**src/rtl/arbitrated_stream_mux_pkg.sv**
```systemverilog
// Shared types for the arbitrated stream mux: arbiter state encoding and channel-index width.
package arbitrated_stream_mux_pkg;

  typedef enum logic {
    IDLE   = 1'b0,
    LOCKED = 1'b1
  } state_t;

  function automatic int chan_width(input int n);
    return (n > 1) ? $clog2(n) : 1;
  endfunction

endpackage

```
**src/rtl/arbitrated_stream_mux_picker.sv**
```systemverilog
// Rotating-priority picker: one-hot grant to the first requester at or after pointer, wrapping.
module rotating_priority_picker
  import arbitrated_stream_mux_pkg::*;
#(
  parameter int SIZE = 4
) (
  input  logic [SIZE-1:0]             requests,
  input  logic [chan_width(SIZE)-1:0] pointer,
  output logic [SIZE-1:0]             grant
);

  logic [2*SIZE-1:0] doubled;
  logic [SIZE-1:0]   rotated;
  logic [SIZE-1:0]   lowest;

  // Rotate so the pointer channel sits at bit 0, isolate the lowest set bit, rotate back.
  assign doubled = {requests, requests};
  assign rotated = SIZE'(doubled >> pointer);
  assign lowest  = rotated & (~rotated + SIZE'(1));
  assign grant   = SIZE'(({lowest, lowest} << pointer) >> SIZE);

endmodule

```
**src/rtl/arbitrated_stream_mux.sv**
```systemverilog
// N-to-1 stream mux with rotating-priority arbitration and a one-deep registered output.
// Define ARBITRATED_STREAM_MUX_PACKET_LOCK_EN to hold the grant for a whole packet.
module arbitrated_stream_mux
  import arbitrated_stream_mux_pkg::*;
#(
  parameter int SIZE  = 4,
  parameter int WIDTH = 8
) (
  input  logic                        clock,
  input  logic                        reset,
  input  logic [SIZE-1:0]             in_valid,
  output logic [SIZE-1:0]             in_ready,
  input  logic [SIZE*WIDTH-1:0]       in_data,
  input  logic [SIZE-1:0]             in_last,
  output logic                        out_valid,
  input  logic                        out_ready,
  output logic [WIDTH-1:0]            out_data,
  output logic                        out_last,
  output logic [chan_width(SIZE)-1:0] out_channel
);

  localparam int CW = chan_width(SIZE);

  logic [CW-1:0]    pointer;
  logic [CW-1:0]    pointer_next;
  logic [SIZE-1:0]  pick_grant;
  logic [SIZE-1:0]  grant;
  logic             can_load;
  logic             accept;
  logic [CW-1:0]    sel_ch;
  logic [CW-1:0]    sel_ch_wrap;
  logic [WIDTH-1:0] sel_data;
  logic             sel_last;

  rotating_priority_picker #(
    .SIZE(SIZE)
  ) u_picker (
    .requests(in_valid),
    .pointer (pointer),
    .grant   (pick_grant)
  );

  assign can_load = !out_valid || out_ready;
  assign in_ready = reset ? '0 : (grant & {SIZE{can_load}});
  assign accept   = |(in_ready & in_valid);

  // Grant is one-hot or zero, so a plain AND-OR reduction selects the beat.
  always_comb begin
    sel_ch   = '0;
    sel_data = '0;
    sel_last = 1'b0;
    for (int i = 0; i < SIZE; i++) begin
      sel_ch   = sel_ch | (CW'(i) & {CW{grant[i]}});
      sel_data = sel_data | (in_data[i*WIDTH +: WIDTH] & {WIDTH{grant[i]}});
      sel_last = sel_last | (in_last[i] & grant[i]);
    end
  end

  assign sel_ch_wrap = (sel_ch == CW'(SIZE - 1)) ? '0 : sel_ch + CW'(1);

`ifdef ARBITRATED_STREAM_MUX_PACKET_LOCK_EN
  state_t        state;
  state_t        state_next;
  logic [CW-1:0] lock_channel;
  logic [CW-1:0] lock_next;

  assign grant = (state == LOCKED) ? (SIZE'(1) << lock_channel) : pick_grant;

  always_ff @(posedge clock) begin
    if (reset) begin
      state        <= IDLE;
      lock_channel <= '0;
    end else begin
      state        <= state_next;
      lock_channel <= lock_next;
    end
  end

  // A non-final beat in IDLE locks onto its channel; the final beat releases and rotates.
  always_comb begin
    state_next   = state;
    lock_next    = lock_channel;
    pointer_next = pointer;
    unique case (state)
      IDLE: begin
        if (accept) begin
          if (sel_last) begin
            pointer_next = sel_ch_wrap;
          end else begin
            state_next = LOCKED;
            lock_next  = sel_ch;
          end
        end
      end
      LOCKED: begin
        if (accept && sel_last) begin
          state_next   = IDLE;
          pointer_next = sel_ch_wrap;
        end
      end
      default: state_next = IDLE;
    endcase
  end
`else
  assign grant = pick_grant;

  always_comb begin
    pointer_next = pointer;
    if (accept) begin
      pointer_next = sel_ch_wrap;
    end
  end
`endif

  // Output register stage: load on accept, otherwise drain when downstream takes the beat.
  always_ff @(posedge clock) begin
    if (reset) begin
      pointer     <= '0;
      out_valid   <= 1'b0;
      out_data    <= '0;
      out_last    <= 1'b0;
      out_channel <= '0;
    end else begin
      pointer <= pointer_next;
      if (accept) begin
        out_valid   <= 1'b1;
        out_data    <= sel_data;
        out_last    <= sel_last;
        out_channel <= sel_ch;
      end else if (out_ready) begin
        out_valid <= 1'b0;
      end
    end
  end

endmodule

```
**config.mk**
```make
export PLATFORM = sky130hd
export DESIGN_NAME = arbitrated_stream_mux
export DESIGN_NICKNAME = d
export VERILOG_FILES = /design/src/rtl/arbitrated_stream_mux_pkg.sv /design/src/rtl/arbitrated_stream_mux_picker.sv /design/src/rtl/arbitrated_stream_mux.sv
export SDC_FILE = /design/constraint.sdc
export NUM_CORES = 1
export LEC_CHECK = 0
export CAP_MARGIN = 40
export CORE_MARGIN = 2
export CORE_UTILIZATION = 43
export DETAILED_ROUTE_END_ITERATION = 6
export PLACE_DENSITY = 0.87
export SYNTH_ARGS = -nofsm -noshare
export SYNTH_HDL_FRONTEND = slang
export SYNTH_SLANG_ARGS = --single-unit
```
**constraint.sdc**
```tcl
create_clock -name clock -period 4.55 [get_ports clock]
set_input_delay 0.455 -clock clock [delete_from_list [all_inputs] [get_ports clock]]
set_output_delay 0.455 -clock clock [all_outputs]
set_load 0.01 [all_outputs]
```
==> flow_metrics.env <==
export IMPL_synth_edff_count=0
export IMPL_fin_crit_ps=3420
export IMPL_wl_per_cell_um=16.2
export IMPL_final_hold_violation_count=0
export IMPL_dieHeight_um=56.0
export IMPL_htreeDepth=1
export IMPL_antenna_left=0
export IMPL_drive_gt1_share_pct=8.29
export IMPL_num_io_pins=59
export IMPL_die_x_um=56.0
export IMPL_core_area_sq_um=2520
export IMPL_startpoint_type="primary input"
export IMPL_grt_setup_unrepaired="false"
export IMPL_cts_buffers=3
export IMPL_vias=1334
export IMPL_hp_class="register to register"
export IMPL_post_synth_and_or_nand_nor_area_fraction_pct=28.3
export IMPL_cp_max_fo=17
export IMPL_synth_xor_area_share_pct=0
export IMPL_grt_pass1_wl_um=5860
export IMPL_start_util_pct=46.1
export IMPL_crit_type="primary input to output port"
export IMPL_drt_first_pass_iters=4
export IMPL_power_leakage_nw=0.630
export IMPL_status="finished clean"
export IMPL_slew_headroom_pct=40.7
export IMPL_finalSetupTns_ps=0
export IMPL_synth_fa_ha_area_share_pct=0
export IMPL_portBuffers=58
export IMPL_synthFlopType="dfxtp_1"
export IMPL_synthMuxAreaShare_pct=0
export IMPL_clock_latency_ps=290
export IMPL_dr_first_iter_drc_count=35
export IMPL_yosysUniqueCellTypes=33
export IMPL_grt_start_max_net_pins=19
export IMPL_setup_violations=0
export IMPL_postCtsSetupRepairBufs=0
export IMPL_seqCellArea_sq_um=280
export IMPL_seq_area_frac_synth_pct=24.1
export IMPL_dp_cells=220
export IMPL_place_hpwl_um=2810
export IMPL_grt_overflow=0
export IMPL_endpoint_kind="output port"
export IMPL_synth_nets=188
export IMPL_diodes=0
export IMPL_hold_depth=2
export IMPL_slew_violations=0
export IMPL_syn_to_final_growth_pct=48.1
export IMPL_rows=18
export IMPL_tightest_slew_ps=890
export IMPL_clk_path_buf_depth=2
export IMPL_clkSinkCount=14
export IMPL_netlist_area_sq_um=1160
export IMPL_maxCapViolCount=0
export IMPL_fmax_mhz=293
export IMPL_drc=0
export IMPL_grt_usage_pct=23.4
export IMPL_antenna_found_initial=0
export IMPL_multi_input_area_sq_um=782
export IMPL_dieArea_sq_um=3130
export IMPL_synth_area_per_cell_sq_um=8.02
export IMPL_cts_hold_buffers_added=0
export IMPL_required_ps=4090
export IMPL_finalClockSkew_ps=1.70
export IMPL_ir_drop_uv=188
export IMPL_clockRootBuffer="clkbuf_4"
export IMPL_arrival_ps=2960
export IMPL_nFillCells=221
export IMPL_vias_per_cell=5.98
export IMPL_async_flop_share_pct=0
export IMPL_synth_warnings=0
export IMPL_power_density_nw_per_um2=220
export IMPL_clk_pin_slew_ps=90
export IMPL_synthCells=145
export IMPL_period_share_pct=75.1
export IMPL_r2r_cells=4
export IMPL_finalNonFillerCells=223
export IMPL_gp_congestion=0.898
export IMPL_grt_pass1_vias=1292
export IMPL_cts_resized_gates=0
export IMPL_layout_nets=238
export IMPL_cts_tree="yes"
export IMPL_yosys_register_bits=14
export IMPL_synth_compound_area_share_pct=39.0
export IMPL_wirelength_um=3600
export IMPL_synth_top_family_by_area="compound AO/OA/AOI/OAI gates"
-- routing by layer --
metal | track usage (%) | wire, um | up-vias
li1 | - | - | 645
met1 | 27.8 | 1470 | 601
met2 | 39.8 | 1760 | 74
met3 | 3.72 | 250 | 14
met4 | 12.9 | 126 | 0
met5 | 0 | 0 | -
-- flip-flops by register name (all words and copies together) (netlist names) --
signal / flops
out_channel: 2
out_data: 8
out_last: 1
out_valid: 1
pointer: 2
-- worst max-delay path, cell delays in order --
cell,delay (ps)
clkdlybuf4s50_1,730
nor2b_1,300
o221ai_1,710
nand2_1,110
nor2_1,110
clkdlybuf4s50_1,540
-- logic make-up (layout without fill, tap and decap cells) --
family / Yosys count / count (layout)
AOI/OAI and AO/OA: 51 / 51
buffers and inverters: 17 / 65
DFF: 14 / 14
and+or+nand+nor: 63 / 63
-- path summary, 6_finish.rpt --
path	slack, ps	startpoint	end
max	1130	in_valid[2]	in_ready[0]
min	480	out_channel[0]$_SDFFE_PP0P_	out_channel[0]$_SDFFE_PP0P_
max reg2reg	2580	pointer[1]$_SDFFE_PP0P_	out_data[3]$_SDFFE_PP0P_
min reg2reg	480	out_channel[0]$_SDFFE_PP0P_	out_channel[0]$_SDFFE_PP0P_
-- synthesized netlist by cell type, types with 2 or more instances --
cell	number	share of area, %
a21oi_1	3	1.3
a211oi_2	9	9.7
clkbuf_1	4	1.3
a211oi_1	18	12
buf_6	3	2.9
nor3_1	2	0.86
buf_4	2	1.3
inv_1	3	0.97
dfxtp_1	14	24
buf_2	5	2.2
nor2_1	15	4.8
and2_1	9	4.8
nor2b_1	5	2.7
a32oi_1	9	6.8
nand2b_1	3	1.6
nand2_1	14	4.5
or3_1	2	1.1
and3_1	10	5.4
-- cell usage in the layout (no fill, tap or decap), drive strengths merged --
master / count
a211o: 1
a211oi: 27
a21boi: 1
a21o: 1
a21oi: 3
a311oi: 1
a32oi: 9
and2: 9
and3: 10
buf: 1
clkbuf: 3
clkdlybuf4s50: 58
dfxtp: 14
inv: 3
nand2: 14
nand2b: 3
nand3: 1
nor2: 15
nor2b: 5
nor3: 2
nor4: 1
o211ai: 1
o21a: 1
o21ai: 2
o21bai: 1
o221a: 1
o221ai: 1
o311ai: 1
or3: 3
-- cell type report --
cell class,count,share of cell area [%]
Tap cell,30,2.18
Sequential cell,14,16.3
Multi-Input combinational cell,114,45.4
Inverter,3,0.654
Timing Repair Buffer,59,34.2
Clock buffer,3,1.31
-- report_power, final --
part            total, W  switching [W]  internal [W]  leakage, nW
registers       0.000142     0.00000831      0.000133        0.116
logic           0.000162      0.0000784     0.0000841        0.500
clock network  0.0000745      0.0000437     0.0000308       0.0138
total           0.000379       0.000130      0.000248        0.630
-- per-stage QoR --
| stage | total power (W) | hold slack (ps) | area (sq um) | setup WS (ps) | util (%) |
|---|---|---|---|---|---|
| finish | 0.000379 | 476 | 1720 | 1130 | 68.3 |
| global placement | 0.000300 | 445 | 1700 | 1240 | 67.4 |
| global route | 0.000401 | 498 | 1720 | 962 | 68.3 |
| CTS | 0.000378 | 477 | 1720 | 1150 | 68.3 |
| detailed placement | 0.000306 | 464 | 1700 | 1150 | 67.4 |
| floorplan | 0.000235 | 481 | 1160 | 2680 | - |
Power figures use the tool's default switching activity.
==> RTL edit: new RTL, config.mk and constraints unchanged <==
The parameter `WIDTH` goes from 8 to 9.
--- a/src/rtl/arbitrated_stream_mux.sv
+++ b/src/rtl/arbitrated_stream_mux.sv
@@ -4,7 +4,7 @@
   import arbitrated_stream_mux_pkg::*;
 #(
   parameter int SIZE  = 4,
-  parameter int WIDTH = 8
+  parameter int WIDTH = 9
 ) (
   input  logic                        clock,
   input  logic                        reset,
Ports: changed (resized in_data and out_data); port bits go from 59 to 64. No check against the original RTL was run, so the function may have changed too.
==> RTL edit against the original RTL <==
Setup slack got worse by 51 ps; area after synthesis shrank 3.6%; clock power is 3.4% higher; synthesized cell count rose by 8.3%; routed wire length down 8.3%; global-route usage shrank 0.082 points; sequential cell count is 1 higher; total power grew 0.79%; critical path depth did not move; final area rose by 1.7%; count of clock-buffer cells in the layout increased by 1; critical path type unchanged; highest routed layer unchanged.
==> RTL edit: results (changes against the original RTL) <==
metric,value,unit,change
synth_area_leaders,"dfxtp_1 27%, a211oi_1 13%, nand2_1 7.7%, o211ai_1 6.7%, and3_1 6.1%",,
drtPass1Iterations,4,,unchanged
tightest_slew,740,ps,-149 ps
yosysWarnings,0,,unchanged
reg.largest.list,"out_data: 9 flops, out_channel: 2 flops, pointer: 2 flops",,
diodes,0,,unchanged
synth_top_cell_by_area,dfxtp_1,,
path_clk_slew,90,ps,about the same
antenna_found_initial,0,,unchanged
r2r_start,pointer[1],,
dp_cells,234,,+6.4%
synth-async-reset-ratio,0,%,unchanged
max-vdd-ir-drop,197,µV,+4.4%
numCtsBuffers,3,,unchanged
ys_types,29,,-12%
drive_gt1_share,3.85,%,-4.4 points
r2r_cells,4,,unchanged
hold_class,register to register,,
clock_path_buffers,2,,unchanged
synth_ff_type,dfxtp_1,,
cts_hold_buf,0,,unchanged
arrival,3010,ps,+50 ps
synth_edf_count,0,,unchanged
dp_worst_setup_slack,1110,ps,-43.3 ps
hpwl,2660,µm,-5.5%
final_cells,238,,+6.7%
ys_seq_area_share,26.8,%,+2.7 points
post_cts_resized,0,,unchanged
grt_usage,23.3,%,-0.082 points
cts_root_buffer,clkbuf_4,,
synth_commonest_cells,"23 x nand2_1, 20 x a211oi_1, 15 x dfxtp_1",,
cts_setup_buffers,0,,unchanged
grt_start_max_net_pins,20,,+1
gp_congestion,0.863,,-3.9%
nFillCells,212,,-4.1%
vias,1336,,+0.15%
insertion_delay,280,ps,
skew,1.50,ps,-0.193 ps
worstHoldPathCells,2,,unchanged
grt_pass1_wl,5150,µm,-12%
grt_pass1_vias,1180,,-8.7%
worstHoldStart,out_channel[0],,
first_iter_violations,35,,unchanged
outcome,"complete, no violations",,
leakage,0.647,nW,+2.8%
cts_max_level,1,,unchanged
nets,256,,+7.6%
port-buffer-count,63,,+8.6%
syn-num-nets,204,,+8.5%
cp-startpoint,in_valid[3],,
synth_cells,157,,+8.3%
cp_max_fo,17,,unchanged
wl_per_cell,13.9,µm,-14%
-- RTL edit: cell count changes in the layout (fill, tap and decap cells not counted), moves of 5 or more --
cell	delta
nand2_1	+9
and2_1	-9
clkdlybuf4s50_1	+5
a211oi_2	-9
o21ai_0	+12
nor2_1	-8
o211ai_1	+9
a32oi_1	-9
a31oi_1	+10
-- RTL edit: metrics by stage --
stage / util, % / instance area [µm²]
finish: 70.7 / 1750
global route: 70.7 / 1750
CTS: 70.7 / 1750
detailed placement: 69.6 / 1720
global placement: 69.4 / 1720
floorplan: - / 1120
-- RTL edit: per-layer routing --
layer | part of all wire [%] | track usage [%] | vias up
met5 | 0 | 0 | -
met4 | 1.4 | 7.32 | 0
met3 | 7.7 | 2.69 | 5
met2 | 47 | 40.7 | 51
met1 | 44 | 29.9 | 589
li1 | - | - | 691
-- RTL edit: cell families (layout without fill, tap and decap cells) --
group,count (synthesis),after routing,synth area share (%)
mux,1,1,0.893
buf+inv,21,72,7.92
compound gates,66,66,40.2
simple gates,54,54,24.2
flops,15,15,26.8
-- RTL edit: final timing paths --
check                                      end  slack (ps)
worst max-delay path               in_ready[2]        1080
worst min-delay path            out_channel[0]         470
worst max register to register      pointer[1]        2740
worst min register to register  out_channel[0]         470
-- RTL edit: area by class of cell --
cell class	count	area, µm²	share of cell area (%)
Inverter	3	11.3	0.643
Sequential cell	15	300	17.2
Multi-Input combinational cell	121	732	41.8
Tap cell	30	37.5	2.14
Timing Repair Buffer	65	643	36.7
Clock buffer	4	26.3	1.50
-- RTL edit: critical path, stage by stage --
cell and delay, ps:
clkdlybuf4s50_1 640, or2_2 400, a21oi_1 580, o21ai_0 250, nor2_1 140, clkdlybuf4s50_1 540
-- RTL edit: where the power goes --
group	internal (mW)	switching, mW
logic	0.0836	0.0702
registers	0.143	0.00796
clock network	0.0341	0.0429
